## config.mk

```make
export PLATFORM = sky130hd
export DESIGN_NAME = mem_port_arbiter
export DESIGN_NICKNAME = d
export VERILOG_FILES = /design/src/rtl/mem_port_arbiter.sv
export SDC_FILE = /design/constraint.sdc
export NUM_CORES = 1
export LEC_CHECK = 0
export ABC_CLOCK_PERIOD_IN_PS = 4200
export BUFFER_PORTS_ARGS = -buffer_cell sky130_fd_sc_hd__buf_2
export CORE_AREA = 2 2 107 109
export DETAILED_ROUTE_END_ITERATION = 10
export DIE_AREA = 0 0 109 111
export GPL_TIMING_DRIVEN = 0
export SLEW_MARGIN = 20
export SYNTH_ARGS = -nofsm -noshare
export SYNTH_HDL_FRONTEND = slang
export SYNTH_SLANG_ARGS = --single-unit
```

## constraint.sdc

```tcl
create_clock -name clk_i -period 4.2 [get_ports clk_i]
set_input_delay 0.63 -clock clk_i [delete_from_list [all_inputs] [get_ports clk_i]]
set_output_delay 0.63 -clock clk_i [all_outputs]
set_load 0.01 [all_outputs]
```

## src/rtl/mem_port_arbiter.sv

```systemverilog
// mem_port_arbiter
//   Shares one single-port RAM between an instruction requester and a data
//   requester. The arbiter picks one winner while idle and holds that winner
//   until the memory grants it. A small owner FIFO records which port each
//   granted transaction belongs to, so that read responses can be routed back
//   in grant order.
//
// Configuration macro: ARB_ROUND_ROBIN_EN
//   defined   -> round-robin arbitration (the port granted last gets lowest
//                priority next; the pointer moves only on a grant)
//   undefined -> fixed priority, the data port always beats the instruction port
//
// Parameter
//   MAX_OUTSTANDING (1..4) : granted-but-unanswered memory transactions allowed
//
// Ports
//   clk_i, rst_i                          clock, synchronous active-high reset
//   instr_req_i/gnt_o/rvalid_o            instruction handshake
//   instr_addr_i, instr_rdata_o           instruction address / read data
//   data_req_i/gnt_o/rvalid_o             data handshake
//   data_addr_i/we_i/be_i/wdata_i         data payload
//   data_rdata_o                          data read data
//   mem_req_o/gnt_i/rvalid_i              shared RAM handshake
//   mem_addr_o/we_o/be_o/wdata_o          RAM payload, mem_rdata_i RAM read data
//   protocol_err_o                        sticky: response seen with nothing outstanding
module mem_port_arbiter #(
  parameter int unsigned MAX_OUTSTANDING = 2
) (
  input  logic        clk_i,
  input  logic        rst_i,
  input  logic        instr_req_i,
  output logic        instr_gnt_o,
  output logic        instr_rvalid_o,
  input  logic [31:0] instr_addr_i,
  output logic [31:0] instr_rdata_o,
  input  logic        data_req_i,
  output logic        data_gnt_o,
  output logic        data_rvalid_o,
  input  logic [31:0] data_addr_i,
  input  logic        data_we_i,
  input  logic [3:0]  data_be_i,
  input  logic [31:0] data_wdata_i,
  output logic [31:0] data_rdata_o,
  output logic        mem_req_o,
  input  logic        mem_gnt_i,
  input  logic        mem_rvalid_i,
  output logic [31:0] mem_addr_o,
  output logic        mem_we_o,
  output logic [3:0]  mem_be_o,
  output logic [31:0] mem_wdata_o,
  input  logic [31:0] mem_rdata_i,
  output logic        protocol_err_o
);

  localparam int unsigned PTR_W = (MAX_OUTSTANDING > 1) ? $clog2(MAX_OUTSTANDING) : 1;
  localparam int unsigned CNT_W = $clog2(MAX_OUTSTANDING + 1);

  localparam logic [0:0] ST_IDLE     = 1'b0;
  localparam logic [0:0] ST_WAIT_GNT = 1'b1;

  // Owner encoding stored in the FIFO
  localparam logic OWN_INSTR = 1'b0;
  localparam logic OWN_DATA  = 1'b1;

  logic [0:0]       state_q, state_d;
  logic             sel_q, sel_d;
  logic             owner_q [MAX_OUTSTANDING];
  logic [PTR_W-1:0] rd_ptr_q, rd_ptr_d;
  logic [PTR_W-1:0] wr_ptr_q, wr_ptr_d;
  logic [CNT_W-1:0] count_q, count_d;
  logic             err_q, err_d;

  logic win_s;
  logic cur_sel_s;
  logic full_s;
  logic empty_s;
  logic mem_req_s;
  logic push_s;
  logic pop_s;
  logic head_s;

  // Advance a FIFO pointer with wrap at the configured depth
  function automatic logic [PTR_W-1:0] ptr_inc(input logic [PTR_W-1:0] p);
    if (p == PTR_W'(MAX_OUTSTANDING - 1)) begin
      ptr_inc = '0;
    end else begin
      ptr_inc = p + PTR_W'(1);
    end
  endfunction

`ifdef ARB_ROUND_ROBIN_EN
  // 1 = data port has priority on a tie, 0 = instruction port has priority
  logic prio_q, prio_d;

  // Round-robin winner selection among the asserted requests
  always_comb begin
    win_s = OWN_DATA;
    if (data_req_i && instr_req_i) begin
      win_s = prio_q ? OWN_DATA : OWN_INSTR;
    end else if (data_req_i) begin
      win_s = OWN_DATA;
    end else begin
      win_s = OWN_INSTR;
    end
  end

  // The port just granted drops to lowest priority
  always_comb begin
    prio_d = prio_q;
    if (push_s) begin
      prio_d = (cur_sel_s == OWN_INSTR);
    end else begin
      prio_d = prio_q;
    end
  end

  // Round-robin pointer register, data-first out of reset
  always_ff @(posedge clk_i) begin
    if (rst_i) begin
      prio_q <= 1'b1;
    end else begin
      prio_q <= prio_d;
    end
  end
`else
  // Fixed-priority winner selection: data beats instruction
  always_comb begin
    win_s = OWN_DATA;
    if (data_req_i) begin
      win_s = OWN_DATA;
    end else begin
      win_s = OWN_INSTR;
    end
  end
`endif

  // Request generation; while waiting for a grant the latched winner is frozen
  always_comb begin
    cur_sel_s = (state_q == ST_WAIT_GNT) ? sel_q : win_s;
    full_s    = (count_q == CNT_W'(MAX_OUTSTANDING));
    empty_s   = (count_q == CNT_W'(0));
    if (rst_i) begin
      mem_req_s = 1'b0;
    end else if (state_q == ST_WAIT_GNT) begin
      mem_req_s = 1'b1;
    end else if ((instr_req_i || data_req_i) && !full_s) begin
      mem_req_s = 1'b1;
    end else begin
      mem_req_s = 1'b0;
    end
    push_s = mem_req_s & mem_gnt_i;
    // A response with nothing outstanding is a protocol error, never a pop
    pop_s  = ~rst_i & mem_rvalid_i & ~empty_s;
    head_s = owner_q[rd_ptr_q];
  end

  // Output mux: payload of the selected port, zero when no request is issued
  always_comb begin
    mem_req_o      = mem_req_s;
    mem_addr_o     = 32'h0000_0000;
    mem_we_o       = 1'b0;
    mem_be_o       = 4'h0;
    mem_wdata_o    = 32'h0000_0000;
    instr_gnt_o    = push_s & (cur_sel_s == OWN_INSTR);
    data_gnt_o     = push_s & (cur_sel_s == OWN_DATA);
    instr_rvalid_o = pop_s & (head_s == OWN_INSTR);
    data_rvalid_o  = pop_s & (head_s == OWN_DATA);
    instr_rdata_o  = mem_rdata_i;
    data_rdata_o   = mem_rdata_i;
    protocol_err_o = err_q;
    if (!mem_req_s) begin
      mem_addr_o = 32'h0000_0000;
    end else if (cur_sel_s == OWN_DATA) begin
      mem_addr_o  = data_addr_i;
      mem_we_o    = data_we_i;
      mem_be_o    = data_be_i;
      mem_wdata_o = data_wdata_i;
    end else begin
      // Instruction fetches are always full-word reads
      mem_addr_o  = instr_addr_i;
      mem_we_o    = 1'b0;
      mem_be_o    = 4'hF;
      mem_wdata_o = 32'h0000_0000;
    end
  end

  // FSM next state: latch the winner when the memory stalls the request
  always_comb begin
    state_d = state_q;
    sel_d   = sel_q;
    case (state_q)
      ST_IDLE: begin
        if (mem_req_s && !mem_gnt_i) begin
          state_d = ST_WAIT_GNT;
          sel_d   = win_s;
        end else begin
          state_d = ST_IDLE;
        end
      end
      ST_WAIT_GNT: begin
        if (mem_gnt_i) begin
          state_d = ST_IDLE;
        end else begin
          state_d = ST_WAIT_GNT;
        end
      end
      default: begin
        state_d = ST_IDLE;
      end
    endcase
  end

  // Owner FIFO pointer/count bookkeeping and the sticky error flag
  always_comb begin
    rd_ptr_d = rd_ptr_q;
    wr_ptr_d = wr_ptr_q;
    count_d  = count_q;
    case ({push_s, pop_s})
      2'b10: begin
        wr_ptr_d = ptr_inc(wr_ptr_q);
        count_d  = count_q + CNT_W'(1);
      end
      2'b01: begin
        rd_ptr_d = ptr_inc(rd_ptr_q);
        count_d  = count_q - CNT_W'(1);
      end
      2'b11: begin
        wr_ptr_d = ptr_inc(wr_ptr_q);
        rd_ptr_d = ptr_inc(rd_ptr_q);
      end
      default: begin
        count_d = count_q;
      end
    endcase
    err_d = err_q | (mem_rvalid_i & empty_s);
  end

  // State registers
  always_ff @(posedge clk_i) begin
    if (rst_i) begin
      state_q  <= ST_IDLE;
      sel_q    <= OWN_DATA;
      rd_ptr_q <= '0;
      wr_ptr_q <= '0;
      count_q  <= '0;
      err_q    <= 1'b0;
      for (int i = 0; i < int'(MAX_OUTSTANDING); i++) begin
        owner_q[i] <= OWN_INSTR;
      end
    end else begin
      state_q  <= state_d;
      sel_q    <= sel_d;
      rd_ptr_q <= rd_ptr_d;
      wr_ptr_q <= wr_ptr_d;
      count_q  <= count_d;
      err_q    <= err_d;
      if (push_s) begin
        owner_q[wr_ptr_q] <= cur_sel_s;
      end
    end
  end

endmodule

```

==> flow_metrics.env <==
export IMPL_die_y_um=111
export IMPL_status="finished, final reports clean"
export IMPL_track_usage=0.122
export IMPL_synthFlopType="dfxtp_1"
export IMPL_cts_hold_buf=0
export IMPL_critPathKind="input pin to primary output"
export IMPL_pre_cts_ws_ps=1580
export IMPL_gp_congestion=0.761
export IMPL_synth_top_area_frac=0.222
export IMPL_antenna_left=0
export IMPL_drcViolationCount=0
export IMPL_num_io_pins=278
export IMPL_wl_per_cell_um=12.9
export IMPL_seq_power_share=0.166
export IMPL_antenna_found_initial=0
export IMPL_areaGrowthSynthToFinish_pct=65.3
export IMPL_synth_fp_nets=394
export IMPL_holdCritStartpoint="protocol_err_o$_SDFF_PP0_"
export IMPL_power_density_mw_per_mm2=189
export IMPL_postSynthCellCount=254
export IMPL_swShare=0.371
export IMPL_cp_end_kind="primary output"
export IMPL_pwr_share_clk=0.240
export IMPL_postCtsResizedCells=0
export IMPL_worst_slew_pin_slew_ps=650
export IMPL_fmax_mhz=389
export IMPL_grt_overflow_total=0
export IMPL_cts_buffers=3
export IMPL_cp_slowest_cell="clkbuf_1"
export IMPL_hold_viol=0
export IMPL_power_leakage_nw=2.03
export IMPL_cts_buffer_depth=2
export IMPL_hpwl_um=7120
export IMPL_port_buffers=244
export IMPL_yosysMostFrequentCell="buf_4"
export IMPL_hp_class="flip-flop to flip-flop"
export IMPL_grt_max_degree=11
export IMPL_yosys_top_cells_count="buf_4 (67), mux2i_1 (34), nor4b_2 (33), nor3_1 (20), nor3_2 (18)"
export IMPL_grt_pass1_wl_um=11700
export IMPL_period_share=0.612
export IMPL_clk_latency_ps=240
export IMPL_cp_cell_sequence="buf_2 -> buf_2 -> clkbuf_1 -> nor3_2 -> buf_2"
export IMPL_cts_tree="built"
export IMPL_drv_cap=0
export IMPL_htree_num_levels=1
export IMPL_drt_wl_total_um=8320
export IMPL_crit_start="rst_i"
export IMPL_syn_area_mm2=0.00226
export IMPL_crit_path_max_fanout=10
export IMPL_initial_core_util=0.204
export IMPL_drtIter0Drc=104
export IMPL_dieArea_mm2=0.0121
export IMPL_drive_above_1_share=0.761
export IMPL_rows=39
export IMPL_synth_seq_area_share=0.0973
export IMPL_postCtsSetupBuffers=0
export IMPL_via_per_inst=4.19
export IMPL_p_int_w=0.000446
export IMPL_clockRootBuffer="clkbuf_16"
export IMPL_numClockSinks=10
export IMPL_rr_startpoint="count_q[0]$_SDFFE_PP0P_"
export IMPL_p_switching_w=0.000263
export IMPL_synthArstFlopShare=0
export IMPL_fp_dieW_um=109
export IMPL_yosys_register_bits=10
export IMPL_start_kind="input pin"
export IMPL_synth_distinct_cells=31
export IMPL_arrival_ps=1940
export IMPL_ys_warn_count=0
export IMPL_rsz0062_at_grt="no"
export IMPL_timing_final_ws_setup_ps=1630
export IMPL_core_area_mm2=0.0111
export IMPL_drv_slew=0
export IMPL_synth_top_cells_by_area="buf_4 (22%), nor4b_2 (22%), mux2i_1 (15%)"
export IMPL_synth_edf_count=2
export IMPL_synth_area_per_cell_um2=8.91
export IMPL_cpMostUsedCell="buf_2"
export IMPL_setup_viol=0
export IMPL_clock_skew_ps=1.79
export IMPL_required_ps=3570
export IMPL_path_clk_slew_ps=40
export IMPL_nNetsFinal=643
export IMPL_drt_first_pass_iters=4
export IMPL_antenna_cells=0
export IMPL_fin_tns_setup_ps=0
export IMPL_max_stage_delay_ps=510
export IMPL_min_period_ps=2570
export IMPL_ir_worst_vdd_v=0.000104
export IMPL_num_vias=2705
export IMPL_slew_headroom=0.567
export IMPL_combPwrFrac=0.595
export IMPL_first_global_vias=2396
export IMPL_synth_top_area_cell="buf_4"
[power by group through the flow]
| stage | clock, W | sequential, W | combinational [W] |
|---|---|---|---|
| global placement | 0 | 0.000118 | 0.000422 |
| CTS | 0.000172 | 0.000117 | 0.000428 |
| global route | 0.000178 | 0.000119 | 0.000459 |
| detailed placement | 0 | 0.000119 | 0.000427 |
| finish | 0.000170 | 0.000117 | 0.000422 |
| floorplan | 0 | 0.000117 | 0.000269 |
[path summary, 6_finish.rpt]
kind | end | slack, ps | cells after the start
worst min register to register | protocol_err_o$_SDFF_PP0_ | 470 | 2
worst min-delay path | protocol_err_o$_SDFF_PP0_ | 470 | 2
worst max register to register | count_q[1]$_SDFFE_PP0P_ | 1960 | 8
worst max-delay path | mem_addr_o[19] | 1630 | 5
[cell usage in the layout, fill, tap and decap left out, types with 3 or more instances in the layout]
cell and instances:
clkbuf_16 3, buf_2 253, nor2_1 15, nor3_2 18
buf_4 67, buf_6 7, clkbuf_1 7, dfxtp_1 8
o21ai_0 5, nor4b_2 33, nor4_1 5, mux2i_1 34
nor3_1 20
[final cells by class]
class,count,area (µm²)
Buffer,91,657
Clock buffer,3,75.1
Clock inverter,1,3.75
Fill cell,1150,7330
Inverter,2,7.51
Multi-Input combinational cell,151,1380
Sequential cell,10,220
Tap cell,143,179
Timing Repair Buffer,244,1220
[through the flow]
step	power (W)	instances	hold WS (ps)	cell area [µm²]	utilization
6_report	0.000709	645	466	3740	0.338
3_3_place_gp	0.000540	641	452	3660	0.331
5_1_grt	0.000756	645	502	3740	0.338
2_1_floorplan	0.000386	254	472	2260	-
4_1_cts	0.000718	645	477	3740	0.338
3_5_place_dp	0.000545	641	466	3660	0.331
[critical path, delay by kind of cell]
kind / cells / cell delay [ps]
buffers and inverters: 4 / 1160
AND/OR/NAND/NOR: 1 / 130
[sequential cells by signal, indices dropped and copies added, names as in the netlist, named ones only]
name and cells:
count_q 2, rd_ptr_q 1, sel_q 1, state_q 1, protocol_err_o 1, wr_ptr_q 1, owner_q 2
[cells by family (layout without fill, tap and decap cells)]
logic type,count (synthesis),after routing,share of synthesized area
simple gates,103,103,0.416
buf+inv,93,341,0.294
mux,34,34,0.150
compound gates,10,10,0.0260
flops,10,10,0.0973
xor+xnor,3,3,0.0116
fa+ha+maj,1,1,0.00553
[metal layers]
| metal | wire length (µm) | vias to the layer above | share of wire | GRT usage |
|---|---|---|---|---|
| met1 | 3250 | 1190 | 0.39 | 0.146 |
| met4 | 89 | 0 | 0.011 | 0.0325 |
| li1 | - | 1344 | - | - |
| met5 | 0 | - | 0 | 0 |
| met3 | 853 | 7 | 0.10 | 0.0182 |
| met2 | 4120 | 164 | 0.50 | 0.221 |
No activity file was read; power rests on OpenSTA's default activity.
